==> src/rtl/pipeline_hazard_ctrl.sv <==
// Central hazard control: load-use stalls, branch flushes, data-memory freezes.
// Define PIPELINE_PERF_CNT_EN to add the stall_cycles/flush_events counters.
module pipeline_hazard_ctrl #(
    parameter int LOAD_STALL_CYCLES = 1,
    parameter int CNT_W = 32
) (
    input  logic             clk,
    input  logic             rst,
    input  logic [4:0]       id_rs1,
    input  logic [4:0]       id_rs2,
    input  logic             id_uses_rs1,
    input  logic             id_uses_rs2,
    input  logic             ex_is_load,
    input  logic [4:0]       ex_rd,
    input  logic             ex_branch_taken,
    input  logic             mem_req,
    input  logic             mem_ready,
    output logic             if_ena,
    output logic             id_ena,
    output logic             ex_ena,
    output logic             mem_ena,
    output logic             wb_ena,
    output logic             id_flush,
    output logic             ex_flush,
    output logic             stalled,
`ifdef PIPELINE_PERF_CNT_EN
    output logic [CNT_W-1:0] stall_cycles,
    output logic [CNT_W-1:0] flush_events,
`endif
    output logic [1:0]       state
);

    typedef enum logic [1:0] {
        RUN    = 2'd0,
        LSTALL = 2'd1,
        MWAIT  = 2'd2
    } st_t;

    localparam logic [1:0] LINIT = 2'(LOAD_STALL_CYCLES - 1);

    if (LOAD_STALL_CYCLES < 1 || LOAD_STALL_CYCLES > 3 || CNT_W < 1) begin : g_bad_cfg
        $error("pipeline_hazard_ctrl: illegal parameter value");
    end

    st_t        cur, nxt, ret, ret_n, ev;
    logic [1:0] lcnt, lcnt_n;
    logic       load_use, mem_wait;

    assign load_use = ex_is_load && (ex_rd != 5'd0) &&
                      ((id_uses_rs1 && id_rs1 == ex_rd) ||
                       (id_uses_rs2 && id_rs2 == ex_rd));
    assign mem_wait = mem_req && !mem_ready;

    always_ff @(posedge clk) begin
        if (rst) begin
            cur  <= RUN;
            ret  <= RUN;
            lcnt <= 2'd0;
        end else begin
            cur  <= nxt;
            ret  <= ret_n;
            lcnt <= lcnt_n;
        end
    end

    always_comb begin
        if_ena   = 1'b1;
        id_ena   = 1'b1;
        ex_ena   = 1'b1;
        mem_ena  = 1'b1;
        wb_ena   = 1'b1;
        id_flush = 1'b0;
        ex_flush = 1'b0;
        nxt      = cur;
        ret_n    = ret;
        lcnt_n   = lcnt;
        // A released MWAIT behaves exactly like the state it interrupted
        ev       = (cur == MWAIT) ? ret : cur;
        if (rst) begin
            {if_ena, id_ena, ex_ena, mem_ena, wb_ena} = 5'b0;
            id_flush = 1'b1;
            ex_flush = 1'b1;
            nxt      = RUN;
        end else if (mem_wait) begin
            {if_ena, id_ena, ex_ena, mem_ena, wb_ena} = 5'b0;
            nxt = MWAIT;
            if (cur != MWAIT) ret_n = cur;
        end else begin
            nxt = RUN;
            case (ev)
                LSTALL: begin
                    if_ena   = 1'b0;
                    id_ena   = 1'b0;
                    ex_flush = 1'b1;
                    lcnt_n   = lcnt - 2'd1;
                    nxt      = (lcnt == 2'd1) ? RUN : LSTALL;
                end
                default: begin
                    if (ex_branch_taken) begin
                        id_flush = 1'b1;
                        ex_flush = 1'b1;
                    end else if (load_use) begin
                        if_ena   = 1'b0;
                        id_ena   = 1'b0;
                        ex_flush = 1'b1;
                        if (LOAD_STALL_CYCLES > 1) begin
                            lcnt_n = LINIT;
                            nxt    = LSTALL;
                        end
                    end
                end
            endcase
        end
    end

    assign stalled = !rst && !(if_ena && id_ena && ex_ena && mem_ena && wb_ena);
    assign state   = cur;

`ifdef PIPELINE_PERF_CNT_EN
    always_ff @(posedge clk) begin
        if (rst) begin
            stall_cycles <= '0;
            flush_events <= '0;
        end else begin
            if (stalled && !(&stall_cycles))
                stall_cycles <= stall_cycles + 1'b1;
            if (id_flush && !(&flush_events))
                flush_events <= flush_events + 1'b1;
        end
    end
`endif

endmodule
==> config.mk <==
export PLATFORM = sky130hd
export DESIGN_NAME = pipeline_hazard_ctrl
export DESIGN_NICKNAME = d
export VERILOG_FILES = /design/src/rtl/pipeline_hazard_ctrl.sv
export SDC_FILE = /design/constraint.sdc
export NUM_CORES = 1
export LEC_CHECK = 0
export CAP_MARGIN = 40
export CORE_AREA = 4 4 43 45
export CTS_CLUSTER_SIZE = 30
export DETAILED_ROUTE_END_ITERATION = 8
export DIE_AREA = 0 0 47 49
export PLACE_DENSITY = 0.79
export REMOVE_ABC_BUFFERS = 1
export SKIP_CTS_REPAIR_TIMING = 1
export SLEW_MARGIN = 20
export SYNTH_ARGS = -nofsm -noshare
export SYNTH_HDL_FRONTEND = slang
export SYNTH_SLANG_ARGS = --single-unit
==> constraint.sdc <==
create_clock -name clk -period 2.18 [get_ports clk]
set_input_delay 0.545 -clock clk [delete_from_list [all_inputs] [get_ports clk]]
set_output_delay 0.545 -clock clk [all_outputs]
set_load 0.02 [all_outputs]
==> metrics, run 1 <==
cell with the most instances after synthesis=xor2_1; layout cells sized above 1=0.350; Power Density=354 nW/um2; cts bufs inserted=3; Final #Nets=126; Peak supply drop=0.000250 V; failing checks=setup timing; DRC viols=0; Clock Sinks=6; IO Pins=33; ys async rst share=0; Worst setup SP type=input port; crit path time final=2480 ps; antenna viol nets, final=0; top cells by count, synth=xor2_1 (9), dfxtp_1 (6), nor2_1 (5); clock power share=0.290; Iteration-0 DRC Markers=12; CTS Buffer Depth=2; Clock Skews=8.41 ps; Comb pwr share=0.400; final cell count without fillers=116; number of synthesized flops with an enable pin=0; worst reg2reg path endpoint=lcnt[1]; worst skew pair latency=250 ps; synth unique cells=26; cell-internal power=0.254 mW; DPL Wire Length=1150 um; Placement Setup Slack=-968 ps; Warnings, synthesis=0; Synth Cell Area=458 um2; first-pass GRT wire length=2050 um; cell taking the most area after synthesis=dfxtp_1; Hold Path Class=flop to flop; clk slew on worst S/H paths=50 ps; R2R Setup Slk=900 ps; post-layout util=0.687; CTS tree=yes; routed vias=570; vias in the first global route=542; Worst EP arrival=1930 ps; leakage power=0.572 nW; Sw Ratio=0.289; PortBufs=32; global route overflow=0; Routed WL=1530 um; crit end category=primary output; WHS Path Cells=2; crit path kind=input port to primary output; area of the multi-input gates=379 um2; ys flop type=dfxtp_1; Yosys top cell area share=0.262; register area=120 um2; required time of the critical path=1630 ps; hold endpoint=ret[0]; status=complete, but fails checks; fin crit share=1.14; Die ar.=2300 um2; Total GRT Usage=0.120; Max-cap violations=0; Register-to-Register Path Depth=5; Rel. slew slack=0.790; CTS Root Cell=clkbuf_4; CORE AREA=1470 um2; Final Wtd Congestion=0.826; launching point of the worst reg2reg path=state[0]; Rows=14; First-pass DRT Iterations=4; DIE WIDTH=47 um; placed instance count=110; Tot Pwr=0.358 mW; Max FO, Critical Path=3; top post-synthesis cells by area=dfxtp_1 (26%), xor2_1 (17%), buf_4 (4.9%); count of pins over their slew limit=0; Hold Vio Cnt, Final=0; H-tree lvl count=1; Slew @ Worst Pin=313 ps; Seq/Total Area, Yosys=0.262; Post-Synthesis Cells=56; diode count=0; endpoints failing setup=4; DR vias/cell=4.91; Starting Density=0.311; antenna violations before repair=0; Die Span Y=49 um; final setup margin=-298 ps; area grow syn2layout=121%; fin area=1010 um2; routed len/inst=13.2 um; fill count=124; Seq pwr share=0.311; syn avg cell area=8.18 um2; RSZ-0062 raised after global routing=true; #FFs+latches synth=6; Post-DP Area=847 um2; Net Switching=0.103 mW; fmax=404 MHz; hold_sp=ret[0]; pin count of the biggest net entering global routing=8
==> worst max path at each step <==
stage | start | to | slack [ps] | cells after the start
floorplan | ex_rd[3] | ex_flush | -70 | 4
global placement | ex_rd[3] | ex_flush | -950 | 6
detailed placement | ex_rd[2] | if_ena | -970 | 6
CTS | ex_rd[2] | ex_flush | -970 | 6
global route | ex_rd[1] | ex_flush | -350 | 7
finish | ex_rd[1] | if_ena | -300 | 7
==> cells by family (layout without fill, tap and decap cells) <==
family          count (synthesis)  count (layout)  synth area share
compound gates                 10              10             0.137
xor+xnor                       11              11             0.210
fa+ha+maj                       1               1            0.0273
buf+inv                         6              50            0.0738
flops                           6               6             0.262
mux                             1               1            0.0219
simple gates                   21              21             0.268
==> stage by stage <==
stage	hold WS, ps	setup TNS (ps)
finish	482	-987
global route	525	-1200
CTS	478	-5490
detailed placement	467	-5450
global placement	466	-5320
floorplan	443	-76.8
==> critical path: stages <==
cell     delay (ps)
buf_8            90
buf_6           110
xor2_2          170
nor4_2          280
a32oi_2         170
o311a_1         420
buf_6           150
==> layer usage <==
metal / vias to the layer above / part of all wire / global-route usage / routed length (um)
met4: 0 / 0 / 0.0369 / 0
li1: 282 / - / - / -
met3: 0 / 0.13 / 0.0590 / 196
met1: 255 / 0.35 / 0.0987 / 534
met5: - / 0 / 0 / 0
met2: 33 / 0.52 / 0.229 / 803
==> final cells by class <==
class,count,share of cell area
inverters,2,0.00743
flip-flops and latches,6,0.119
well taps,16,0.0198
multi-input cells,44,0.375
repair buffers,45,0.457
clock buffers,3,0.0223
==> state kept, by name, indices dropped and copies added (netlist names) <==
register	count
lcnt	2
ret	2
state	2
==> power by group through the flow <==
stage / clock [mW] / combinational (mW) / sequential [mW]
after floorplan: 0 / 0.0422 / 0.114
after global placement: 0 / 0.127 / 0.113
after detailed placement: 0 / 0.128 / 0.113
after CTS: 0.106 / 0.129 / 0.111
after global routing: 0.123 / 0.153 / 0.111
final: 0.104 / 0.143 / 0.111
==> layout by cell type (no fill, tap or decap), drive strengths merged <==
master	count
xnor2	2
o22ai	1
ha	1
a21oi	2
nor3	3
mux2i	1
a32oi	1
clkbuf	5
and2	1
o311a	1
nor4	2
inv	2
o21ai	4
nor2b	2
dlymetal6s2s	18
xor2	9
nor2	5
nand2	3
clkdlybuf4s50	6
and4bb	1
nand2b	1
or3	1
or4	2
o31ai	1
dfxtp	6
buf	19
(Power assumes the default switching activity.)
==> run 2, diff against run 1 <==
- CORE_AREA: 4 4 43 45 -> 2 2 41 43
- DIE_AREA: 0 0 47 49 -> 0 0 43 45
- GPL_TIMING_DRIVEN: unset -> 0
==> run 2 against run 1 <==
  * The run still ends with setup timing left
  * Critical path depth is 1 lower
  * Setup slack better by 110 ps
  * Register-to-register slack worse by 20 ps
  * Wire length is 5.7% lower
  * Count of clock-buffer cells in the layout stayed put
  * Sequential share of layout area is 1.8 points higher
  * Global-route usage is 1.6 points higher
  * Final area is 12% lower
  * Sequential cell count stayed put
  * First-iteration DRC count is 75% lower
  * Fmax is 4.5% higher
  * Clock skew is 7.5 ps lower
==> metrics, run 2 (synthesized netlist as in run 1, its figures left out) <==
status=complete, but fails checks; failing checks=setup timing; Slew @ Worst Pin=387 ps; Peak supply drop=0.000178 V; Iteration-0 DRC Markers=3; routed vias=545; commonest non-fill, non-tap cells in the layout=dlymetal6s2s_1 (14), clkbuf_2 (7), xor2_1 (6); diode count=0; cell-internal power=0.238 mW; fin crit share=1.09; first-pass GRT wire length=1880 um; Rows=14; DPL Wire Length=1000 um; pin count of the biggest net entering global routing=13; H-tree lvl count=1; Clock Skews=0.933 ps; CP Cell Sequence=buf_4 > xor2_2 > nor4_2 > a32oi_2 > o311a_1 > buf_6; Final #Nets=114; Worst EP arrival=1830 ps; antenna violations before repair=0; Worst setup SP type=input port; CORE AREA=1470 um2; Die ar.=1940 um2; Power Density=385 nW/um2; register area=121 um2; Hold Path Class=flop to flop; area grow syn2layout=93.4%; clock power share=0.310; Total GRT Usage=0.136; Seq pwr share=0.327; fill count=147; vias in the first global route=504; leakage power=0.485 nW; Net Switching=0.103 mW; RSZ-0062 raised after global routing=true; Starting Density=0.311; Tot Pwr=0.341 mW; routed wl met3=134 um; cts bufs inserted=3; metal2 WL=814 um; Rel. slew slack=0.742; clk slew on worst S/H paths=50 ps; fmax=422 MHz; Max FO, Critical Path=3; layout cells sized above 1=0.341; post-layout util=0.602; CTS tree=yes; endpoints failing setup=4; antenna viol nets, final=0; max layer used=met4; crit end category=primary output; Routed WL=1450 um; global route overflow=0; crit path kind=input port to primary output; Clock Sinks=6; Hold Vio Cnt, Final=0; routed len/inst=13.9 um; IO Pins=33; CTS Buffer Depth=2; count of pins over their slew limit=0; worst skew pair latency=250 ps; crit path max-delay cell type=o311a_1; wl on met1=454 um; final setup margin=-192 ps; Crit path largest cell delay=360 ps; CTS Root Cell=clkbuf_4; DIE WIDTH=43 um; DR vias/cell=5.24; Final Wtd Congestion=0.666; First-pass DRT Iterations=5; PortBufs=32; commonest non-fill, non-tap cell in the layout=dlymetal6s2s_1; required time of the critical path=1630 ps; Sw Ratio=0.302; area of the multi-input gates=387 um2; Die Span Y=45 um; crit path time final=2370 ps; Comb pwr share=0.363; Max-cap violations=0; DRC viols=0
[run 2: worst paths after layout]
kind	from	end	slack (ps)	cells past startpoint
setup / recovery	ex_rd[1]	if_ena	-190	6
hold / removal	ret[0]	ret[0]	480	2
setup reg to reg	state[0]	lcnt[1]	880	4
hold reg to reg	ret[0]	ret[0]	480	2
[run 2: stage by stage]
step,TNS (ps),instance area [um2],instances,setup WS [ps],hold slack (ps)
3_5_place_dp,-5470,772,100,-964,486
4_1_cts,-5490,795,103,-970,494
3_3_place_gp,-5300,772,100,-933,462
6_report,-717,886,104,-192,483
2_1_floorplan,-76.8,432,52,-70.8,443
5_1_grt,-866,886,104,-227,521
[run 2: final cells by class]
type,instances,share of cell area
Clock buffer,3,0.0254
Sequential cell,6,0.137
Inverter,2,0.00847
Tap cell,16,0.0226
Timing Repair Buffer,33,0.370
Multi-Input combinational cell,44,0.436
[run 2: critical path, delay by kind of cell]
kind            cells  cell delay [ps]
compound gates      2              550
xor+xnor            1              140
buf+inv             2              280
simple gates        1              320
[run 2: per-layer routing]
layer / up-vias / track usage
li1: 256 / -
met1: 245 / 0.125
met2: 38 / 0.255
met3: 6 / 0.0320
met4: 0 / 0.109
met5: - / 0
[run 2: power groups by stage]
stage                     sequential (mW)  combinational, mW  clock [mW]
after floorplan                     0.114             0.0422           0
after global placement              0.114              0.114           0
after detailed placement            0.114              0.115           0
after CTS                           0.112              0.116       0.110
after global routing                0.112              0.133       0.116
final                               0.112              0.124       0.106
